## src/rtl/ps2_scancode_decoder.sv

```systemverilog
// PS/2 set-2 scan-code byte stream to key events, with E0/F0 prefix folding and modifier tracking.
// Optional typematic repeat filter: define PS2_REPEAT_FILTER_EN.
module ps2_scancode_decoder (
  input  logic       clk,
  input  logic       clrn,
  input  logic [7:0] kbd_data,
  input  logic       kbd_ready,
  output logic       kbd_nextdata_n,
  output logic       key_valid,
  input  logic       key_ready,
  output logic [7:0] key_code,
  output logic       key_extended,
  output logic       key_release,
  output logic [7:0] key_ascii,
  output logic       shift_on,
  output logic       ctrl_on,
  output logic       caps_on
);

  typedef enum logic [1:0] {IDLE, POP, DECODE, EMIT} state_t;

  state_t     state_q, state_d;
  logic [7:0] byte_q, byte_d;
  logic       ext_q, ext_d, brk_q, brk_d;
  logic [7:0] code_q, code_d, ascii_q, ascii_d;
  logic       kext_q, kext_d, krel_q, krel_d;
  logic       lshift_q, lshift_d, rshift_q, rshift_d;
  logic       ctrl_q, ctrl_d, caps_q, caps_d;
  logic       drop;
`ifdef PS2_REPEAT_FILTER_EN
  logic       last_vld_q, last_vld_d;
  logic [8:0] last_make_q, last_make_d;
`endif

  function automatic logic [7:0] to_ascii(input logic [7:0] code, input logic ext,
                                          input logic shift, input logic caps);
    logic [7:0] a;
    a = 8'h00;
    if (!ext) begin
      case (code)
        8'h1C: a = 8'h61; 8'h32: a = 8'h62; 8'h21: a = 8'h63; 8'h23: a = 8'h64;
        8'h24: a = 8'h65; 8'h2B: a = 8'h66; 8'h34: a = 8'h67; 8'h33: a = 8'h68;
        8'h43: a = 8'h69; 8'h3B: a = 8'h6A; 8'h42: a = 8'h6B; 8'h4B: a = 8'h6C;
        8'h3A: a = 8'h6D; 8'h31: a = 8'h6E; 8'h44: a = 8'h6F; 8'h4D: a = 8'h70;
        8'h15: a = 8'h71; 8'h2D: a = 8'h72; 8'h1B: a = 8'h73; 8'h2C: a = 8'h74;
        8'h3C: a = 8'h75; 8'h2A: a = 8'h76; 8'h1D: a = 8'h77; 8'h22: a = 8'h78;
        8'h35: a = 8'h79; 8'h1A: a = 8'h7A;
        8'h16: a = shift ? 8'h21 : 8'h31; 8'h1E: a = shift ? 8'h40 : 8'h32;
        8'h26: a = shift ? 8'h23 : 8'h33; 8'h25: a = shift ? 8'h24 : 8'h34;
        8'h2E: a = shift ? 8'h25 : 8'h35; 8'h36: a = shift ? 8'h5E : 8'h36;
        8'h3D: a = shift ? 8'h26 : 8'h37; 8'h3E: a = shift ? 8'h2A : 8'h38;
        8'h46: a = shift ? 8'h28 : 8'h39; 8'h45: a = shift ? 8'h29 : 8'h30;
        8'h4E: a = shift ? 8'h5F : 8'h2D; 8'h55: a = shift ? 8'h2B : 8'h3D;
        8'h29: a = 8'h20; 8'h5A: a = 8'h0D; 8'h66: a = 8'h08;
        8'h0D: a = 8'h09; 8'h76: a = 8'h1B;
        default: a = 8'h00;
      endcase
      // Only letters land in 'a'..'z', so case folding can be applied afterwards.
      if (a >= 8'h61 && a <= 8'h7A && (shift ^ caps)) a = a - 8'h20;
    end
    return a;
  endfunction

  // NOTE: every variable assigned in always_comb gets a default first so no latch is inferred.
  always_comb begin
    state_d  = state_q;
    byte_d   = byte_q;
    ext_d    = ext_q;
    brk_d    = brk_q;
    code_d   = code_q;
    ascii_d  = ascii_q;
    kext_d   = kext_q;
    krel_d   = krel_q;
    lshift_d = lshift_q;
    rshift_d = rshift_q;
    ctrl_d   = ctrl_q;
    caps_d   = caps_q;
    drop     = 1'b0;
`ifdef PS2_REPEAT_FILTER_EN
    last_vld_d  = last_vld_q;
    last_make_d = last_make_q;
`endif
    case (state_q)
      IDLE: if (kbd_ready) begin
        byte_d  = kbd_data;
        state_d = POP;
      end
      POP: state_d = DECODE;
      DECODE: begin
        state_d = IDLE;
        case (byte_q)
          8'hE0: ext_d = 1'b1;
          8'hF0: brk_d = 1'b1;
          8'h00, 8'hAA, 8'hE1, 8'hEE, 8'hFA, 8'hFE, 8'hFF: begin
            ext_d = 1'b0;
            brk_d = 1'b0;
          end
          default: begin
`ifdef PS2_REPEAT_FILTER_EN
            drop = !brk_q && last_vld_q && (last_make_q == {ext_q, byte_q});
`endif
            if (drop) begin
              ext_d = 1'b0;
              brk_d = 1'b0;
            end else begin
              state_d = EMIT;
              code_d  = byte_q;
              kext_d  = ext_q;
              krel_d  = brk_q;
              ascii_d = to_ascii(byte_q, ext_q, lshift_q | rshift_q, caps_q);
              case (byte_q)
                8'h12:   lshift_d = !brk_q;
                8'h59:   rshift_d = !brk_q;
                8'h14:   ctrl_d   = !brk_q;
                8'h58:   if (!brk_q) caps_d = !caps_q;
                default: ;
              endcase
`ifdef PS2_REPEAT_FILTER_EN
              if (!brk_q) begin
                last_vld_d  = 1'b1;
                last_make_d = {ext_q, byte_q};
              end else if (last_make_q == {ext_q, byte_q}) begin
                last_vld_d  = 1'b0;
              end
`endif
            end
          end
        endcase
      end
      EMIT: if (key_ready) begin
        ext_d   = 1'b0;
        brk_d   = 1'b0;
        state_d = IDLE;
      end
      default: state_d = IDLE;
    endcase
  end

  // NOTE: sequential state uses non-blocking assignments so all registers update together.
  always_ff @(posedge clk or negedge clrn) begin
    if (!clrn) begin
      state_q  <= IDLE;
      byte_q   <= 8'h00;
      ext_q    <= 1'b0;
      brk_q    <= 1'b0;
      code_q   <= 8'h00;
      ascii_q  <= 8'h00;
      kext_q   <= 1'b0;
      krel_q   <= 1'b0;
      lshift_q <= 1'b0;
      rshift_q <= 1'b0;
      ctrl_q   <= 1'b0;
      caps_q   <= 1'b0;
    end else begin
      state_q  <= state_d;
      byte_q   <= byte_d;
      ext_q    <= ext_d;
      brk_q    <= brk_d;
      code_q   <= code_d;
      ascii_q  <= ascii_d;
      kext_q   <= kext_d;
      krel_q   <= krel_d;
      lshift_q <= lshift_d;
      rshift_q <= rshift_d;
      ctrl_q   <= ctrl_d;
      caps_q   <= caps_d;
    end
  end

`ifdef PS2_REPEAT_FILTER_EN
  always_ff @(posedge clk or negedge clrn) begin
    if (!clrn) begin
      last_vld_q  <= 1'b0;
      last_make_q <= 9'h000;
    end else begin
      last_vld_q  <= last_vld_d;
      last_make_q <= last_make_d;
    end
  end
`endif

  assign kbd_nextdata_n = (state_q != POP);
  assign key_valid      = (state_q == EMIT);
  assign key_code       = code_q;
  assign key_extended   = kext_q;
  assign key_release    = krel_q;
  assign key_ascii      = ascii_q;
  assign shift_on       = lshift_q | rshift_q;
  assign ctrl_on        = ctrl_q;
  assign caps_on        = caps_q;

endmodule
```

## config.mk

```make
export PLATFORM = sky130hd
export DESIGN_NAME = ps2_scancode_decoder
export DESIGN_NICKNAME = d
export VERILOG_FILES = /design/src/rtl/ps2_scancode_decoder.sv
export SDC_FILE = /design/constraint.sdc
export NUM_CORES = 1
export LEC_CHECK = 0
export ABC_AREA = 0
export BUFFER_PORTS_ARGS = -buffer_cell sky130_fd_sc_hd__buf_2
export CAP_MARGIN = 20
export CELL_PAD_IN_SITES_DETAIL_PLACEMENT = 1
export CELL_PAD_IN_SITES_GLOBAL_PLACEMENT = 1
export CORE_MARGIN = 4
export CORE_UTILIZATION = 43
export CTS_CLUSTER_SIZE = 40
export DETAILED_ROUTE_END_ITERATION = 8
export PLACE_DENSITY = 0.88
export SYNTH_ARGS = -nofsm -noshare
export SYNTH_HDL_FRONTEND = slang
export SYNTH_SLANG_ARGS = --single-unit
```

## constraint.sdc

```tcl
create_clock -name clk -period 3.3 [get_ports clk]
set_input_delay 0.66 -clock clk [delete_from_list [all_inputs] [get_ports clk]]
set_output_delay 0.66 -clock clk [all_outputs]
set_load 0.02 [all_outputs]
```

; ---- Word-level counts from Yosys, hierarchy flattened
; Cells that the tools add are included.
[totals]
ff_bits = 34
input_bits = 12
out_inout_bits = 23
word_cells = 127
[classes]
add_sub_neg = 1
magnitude_cmp = 2
eq_ne = 63
mux = 27
bitwise = 4
reduce_logical = 18
[op_table]
columns = op, n
row1 = $pmux 7 s43, 1
row2 = $eq 8x6->1 const B, 23
row3 = $eq 8x7->1 const B, 14
row4 = $eq 8x5->1 const B, 9
row5 = $eq 8x8->1 const B, 8
row6 = $mux 5, 9
row7 = $mux 8, 5
row8 = $mux 7, 3
row9 = $reduce_and 3->1, 5
row10 = $reduce_or 9->1, 1
row11 = $eq 8x4->1 const B, 1
row12 = $ge 8x7->1 const B, 1
row13 = $le 8x7->1 const B, 1
row14 = $logic_not 8->1, 1
row15 = $pmux 1 s2, 4
row16 = $pmux 2 s4, 1
row17 = $sub 8x6->8 const B, 1
row18 = $reduce_or 7->1, 1
row19 = $mux 2, 3
row20 = $ne 3x3->1 const B, 2
row21 = $reduce_and 2->1, 3
row22 = $eq 2x2->1 const B, 2
row23 = $ne 2x1->1 const B, 2
row24 = $reduce_and 4->1, 1
row25 = other kinds (10), 13

; ---- Longest topological paths before layout
[depth]
depth_word = 11
mapped_depth = 11

; ---- Worst setup path after synthesis
; OpenSTA, ideal clock, no wires.
[synth_path]
kind = register to register
start = register byte_q[5]
end = register ascii_q[6], in the netlist key_ascii[6]
setup_ps = 104
t_arrival_ps = 2192
required_time_ps = 3196
setup_slack_ps = 1004
path_stages_with_launch = 12
path_buffers = 2
period_less_slack_ps = 2296
cell_sequence = dfrtp_1 > buf_4 > buf_2 > nor4b_1 > mux2i_1 > o32ai_1 > a311oi_1 > nand2_1 > nor2_1 > ha_1 > and3_1 > o41ai_2
[synth_between]
elab_chain_len = 10
word_cells_on_any_way = 66
classes_between = 1 x add/sub / 2 x order compare / 51 x eq/ne / 6 x mux / 1 x bitwise / 5 x reduce/logical
[synth_lines]
columns = element, line_no
row1 = start: declaration, 23  ; logic [7:0] byte_q, byte_d;
row2 = start signal: assignment, 156  ; byte_q <= byte_d;
row3 = "$eq 8x7->1, or another cell as far along", 40  ; case (code)
row4 = $pmux 7 s43, 40
row5 = $mux 8, 39  ; if (!ext) begin
row6 = $mux 8, 91  ; case (byte_q)
row7 = $mux 8, 83  ; case (state_q)
row8 = $ge 8x7->1 or $le 8x7->1 (tied branches), 59  ; if (a >= 8'h61 && a <= 8'h7A && (shift ^ caps)) a = a - 8'h20;
row9 = $logic_and 1x1->1 (2 in a row), 59
row10 = $mux 8, 59
row11 = $mux 8, 39
row12 = end signal: assignment, 160  ; ascii_q <= ascii_d;
row13 = end: declaration, 25  ; logic [7:0] code_q, code_d, ascii_q, ascii_d;
; Parallel ways exist; a longest one is shown, timed or not. The select of a mux whose other input is x is not followed.
; A chain may end at the register's enable or synchronous reset.

; ---- Worst setup path after layout
[layout_path]
start = register byte_q[1]
end = register ascii_q[6], in the netlist key_ascii[6]
; Same word-level chain as after synthesis.

==> summary.md <==
| Metric | Value |
|---|---|
| Post-Route Skew | 3.32 ps |
| Sequential cell area | approximately 850 um^2 |
| Core area | 0.00589 mm^2 |
| Clock Tree Root | clkbuf_8 |
| Std-Cell Rows | 28 |
| Critical Path Start Type | register |
| Final ANT Viol Nets | 0 |
| Routability cong. | between 0.9 and 1 |
| P_sw | 1.58 mW |
| Design Power | approximately 3 mW |
| Required @ worst endpoint | about 3500 ps |
| Internal | 1.39 mW |
| Global-route wire length before repair | ~14000 um |
| Min Hold Slack | 449 ps |
| Die ar. | 0.00734 mm^2 |
| Layout cells sized above 1 | a little under a quarter |
| Fill cells | about 750 |
| Layout area overhead | 10.9% |
| CP max FO | 16 |
| Max-cap violations | 0 |
| Die X | approximately 86 um |
| Avg Cell Area, Syn | just over 8 um^2 |
| CTS Buf Count | 5 |
| FF-to-FF path depth | 9 |
| Die Y | 85.6 um |
| VDD IR max | 0.730 mV |
| Slew HR | a little over two fifths |
| Ant diodes | 0 |
| GRT Overall Usage | about a quarter |
| Post-synth ARST share | 100% |
| H-tree levels | 2 |
| Syn nets | about 330 |
| Slew Viols, Final | 0 |
| Post-Layout Cell Count | just over 400 |
| Port bufs | 34 |
| Power density over the cells | ~1000 mW/mm^2 |
| Sequential area share after synthesis | about a third |
| Setup CP Type | reg -> reg |
| Final nets | approximately 350 |
| Gate Count Post-Synth | 312 |
| Flop pwr share | ~30% |
| Setup TNS | 0 ps |
| Synth area leaders | dfrtp_1 (33%), nand2_1 (8.8%), o21ai_0 (3.1%) |
| Post-CTS Resized | 0 |
| Post-CTS setup buffer count | 0 |
| Area share of the largest cell type after synthesis | 32.8% |
| Initial DRT Pass Iterations | 5 |
| Routed vias | roughly 2600 |
| Outcome | finished, final reports clean |
| Initial DRC Count | 250 |
| Placed cell count | roughly 400 |
| Cell accounting for the most synthesized area | dfrtp_1 |
| Multi-input logic area | 0.00153 mm^2 |
| Yosys cell types | between 60 and 70 |
| # DRC | 0 |
| Worst skew pair latency | 290 ps |
| Vias in the first global route | 2722 |
| Routed len/inst | between 15 and 20 um |
| Commonest cells after routing, fill and taps aside | nand2_1 (61), dfrtp_1 (34), buf_2 (34), o21ai_0 (16) |
| Max Freq | between 0.3 and 0.4 GHz |
| Vias per cell | approximately 6.4 |
| Main synth FF type | dfrtp_1 |
| Fin crit share | 93.8% |
| EDFF count, synth | 0 |
| Pin count of the biggest net entering global routing | 35 |
| Initial Util | between 40% and 50% |
| Yosys reg bits | 34 |
| P_leak | around 1.3 nW |
| Global route overflow | 0 |
| Commonest non-fill, non-tap cell in the layout | nand2_1 |
| Data arrival, critical path | around 3300 ps |
| RSZ-0062 raised after global routing | no |
| Final Hold Viols | 0 |
| IO Pins | 35 |
| Initial antenna violation count | 0 |
| Post-Syn Area | about 0.0026 mm^2 |
| Synth warn | 0 |
| Element type at the critical path end | register |
| Fin crit period | about 3100 ps |
| TritonCTS clock tree | built |
| Clock transition at path regs | 70 ps |
| Sw frac | between 50% and 60% |
| Clk network pwr share | about 11% |
| Slew @ Worst Pin | 841 ps |
| Clk sinks | 34 |
| # setup viols final | 0 |
| Worst hold path class | in -> async |
| Hpwl dp | just under 6000 um |
| Combinational share of power | between 50 and 60% |
| Hold_buf cts | 0 |
| Longest Clk Path Bufs | 2 |
| Post-Route WL | slightly above 8000 um |
[cell families (layout without fill, tap and decap cells)]
group                    Yosys count  after routing  synth area share [%]
flip-flops                        34             34                  32.8
AND/OR/NAND/NOR                  147            147                  30.8
buffers and inverters             40             65                  8.35
XOR/XNOR                           5              5                  1.69
adder cells (fa/ha/maj)            2              2                 0.917
AO/OA/AOI/OAI                     71             71                  20.1
multiplexers                      13             13                  5.36
[worst paths after layout]
path                                   start  slack (ps)      endpoint
worst max-delay path               byte_q[1]         200  key_ascii[6]
worst min-delay path                    clrn         450     byte_q[3]
worst max register to register     byte_q[1]         200  key_ascii[6]
worst min register to register  key_ascii[2]         480  key_ascii[2]
max in group asynchronous               clrn        2360  key_extended
min in group clk                key_ascii[2]         480  key_ascii[2]
[through the flow]
step	instance area (um^2)	setup WS, ps	util, %
after floorplan	2590	1000	-
after global placement	2780	353	47.2
after detailed placement	2780	254	47.2
after CTS	2870	237	48.8
after global routing	2870	18.4	48.8
final	2870	204	48.8
[synthesized netlist by cell type (4+ instances only)]
cell       n
nand4_1    7
mux2i_1    6
and3_1     4
dfrtp_1   34
nand3b_1   4
a31oi_1    4
nor3b_1    5
nand2_1   61
a21oi_1    7
nand2b_1   6
buf_6      4
buf_2     11
mux2_2     7
nor4_1     7
o21ai_0   16
nand3_1   12
clkbuf_1  10
nor3_1     4
o211ai_1   4
inv_1      8
o22ai_1    5
buf_4      6
nor2_1    14
[area by class of cell]
| class | instances | share of cell area, % |
|---|---|---|
| clock buffers | 6 | 2.87 |
| clock inverters | 2 | 0.435 |
| inverters | 9 | 1.18 |
| multi-input cells | 238 | 53.1 |
| flip-flops and latches | 34 | 29.6 |
| well taps | 75 | 3.27 |
| repair buffers | 48 | 9.58 |
[critical path: stages, from the launching register on]
cell and delay [ps]:
dfrtp_1 730, nor2b_1 360, a31oi_1 320, o22ai_1 180
nor4_1 440, nand2_1 170, nor2_1 210, ha_1 260
and3_1 150, o41ai_2 190
[registers in the layout (all words and copies together), names as in the netlist]
register,cells
key_code,8
byte_q,8
key_release,1
ctrl_on,1
state_q,2
lshift_q,1
key_ascii,8
rshift_q,1
brk_q,1
ext_q,1
caps_on,1
key_extended,1
[power groups by stage]
stage	Clock, mW	Combinational (mW)	Sequential, mW
finish	0.329	1.75	0.890
CTS	0.338	1.73	0.885
floorplan	0	1.37	0.756
global route	0.361	1.90	0.926
detailed placement	0	1.71	0.892
global placement	0	1.69	0.878
[per-layer routing]
layer / global-route usage, % / wire length (um)
met1: 29.7 / 3460
met5: 0 / 0
met2: 38.1 / 3940
met4: 10.2 / 262
met3: 5.09 / 561
Note: power is estimated with default switching activity, not from simulation.
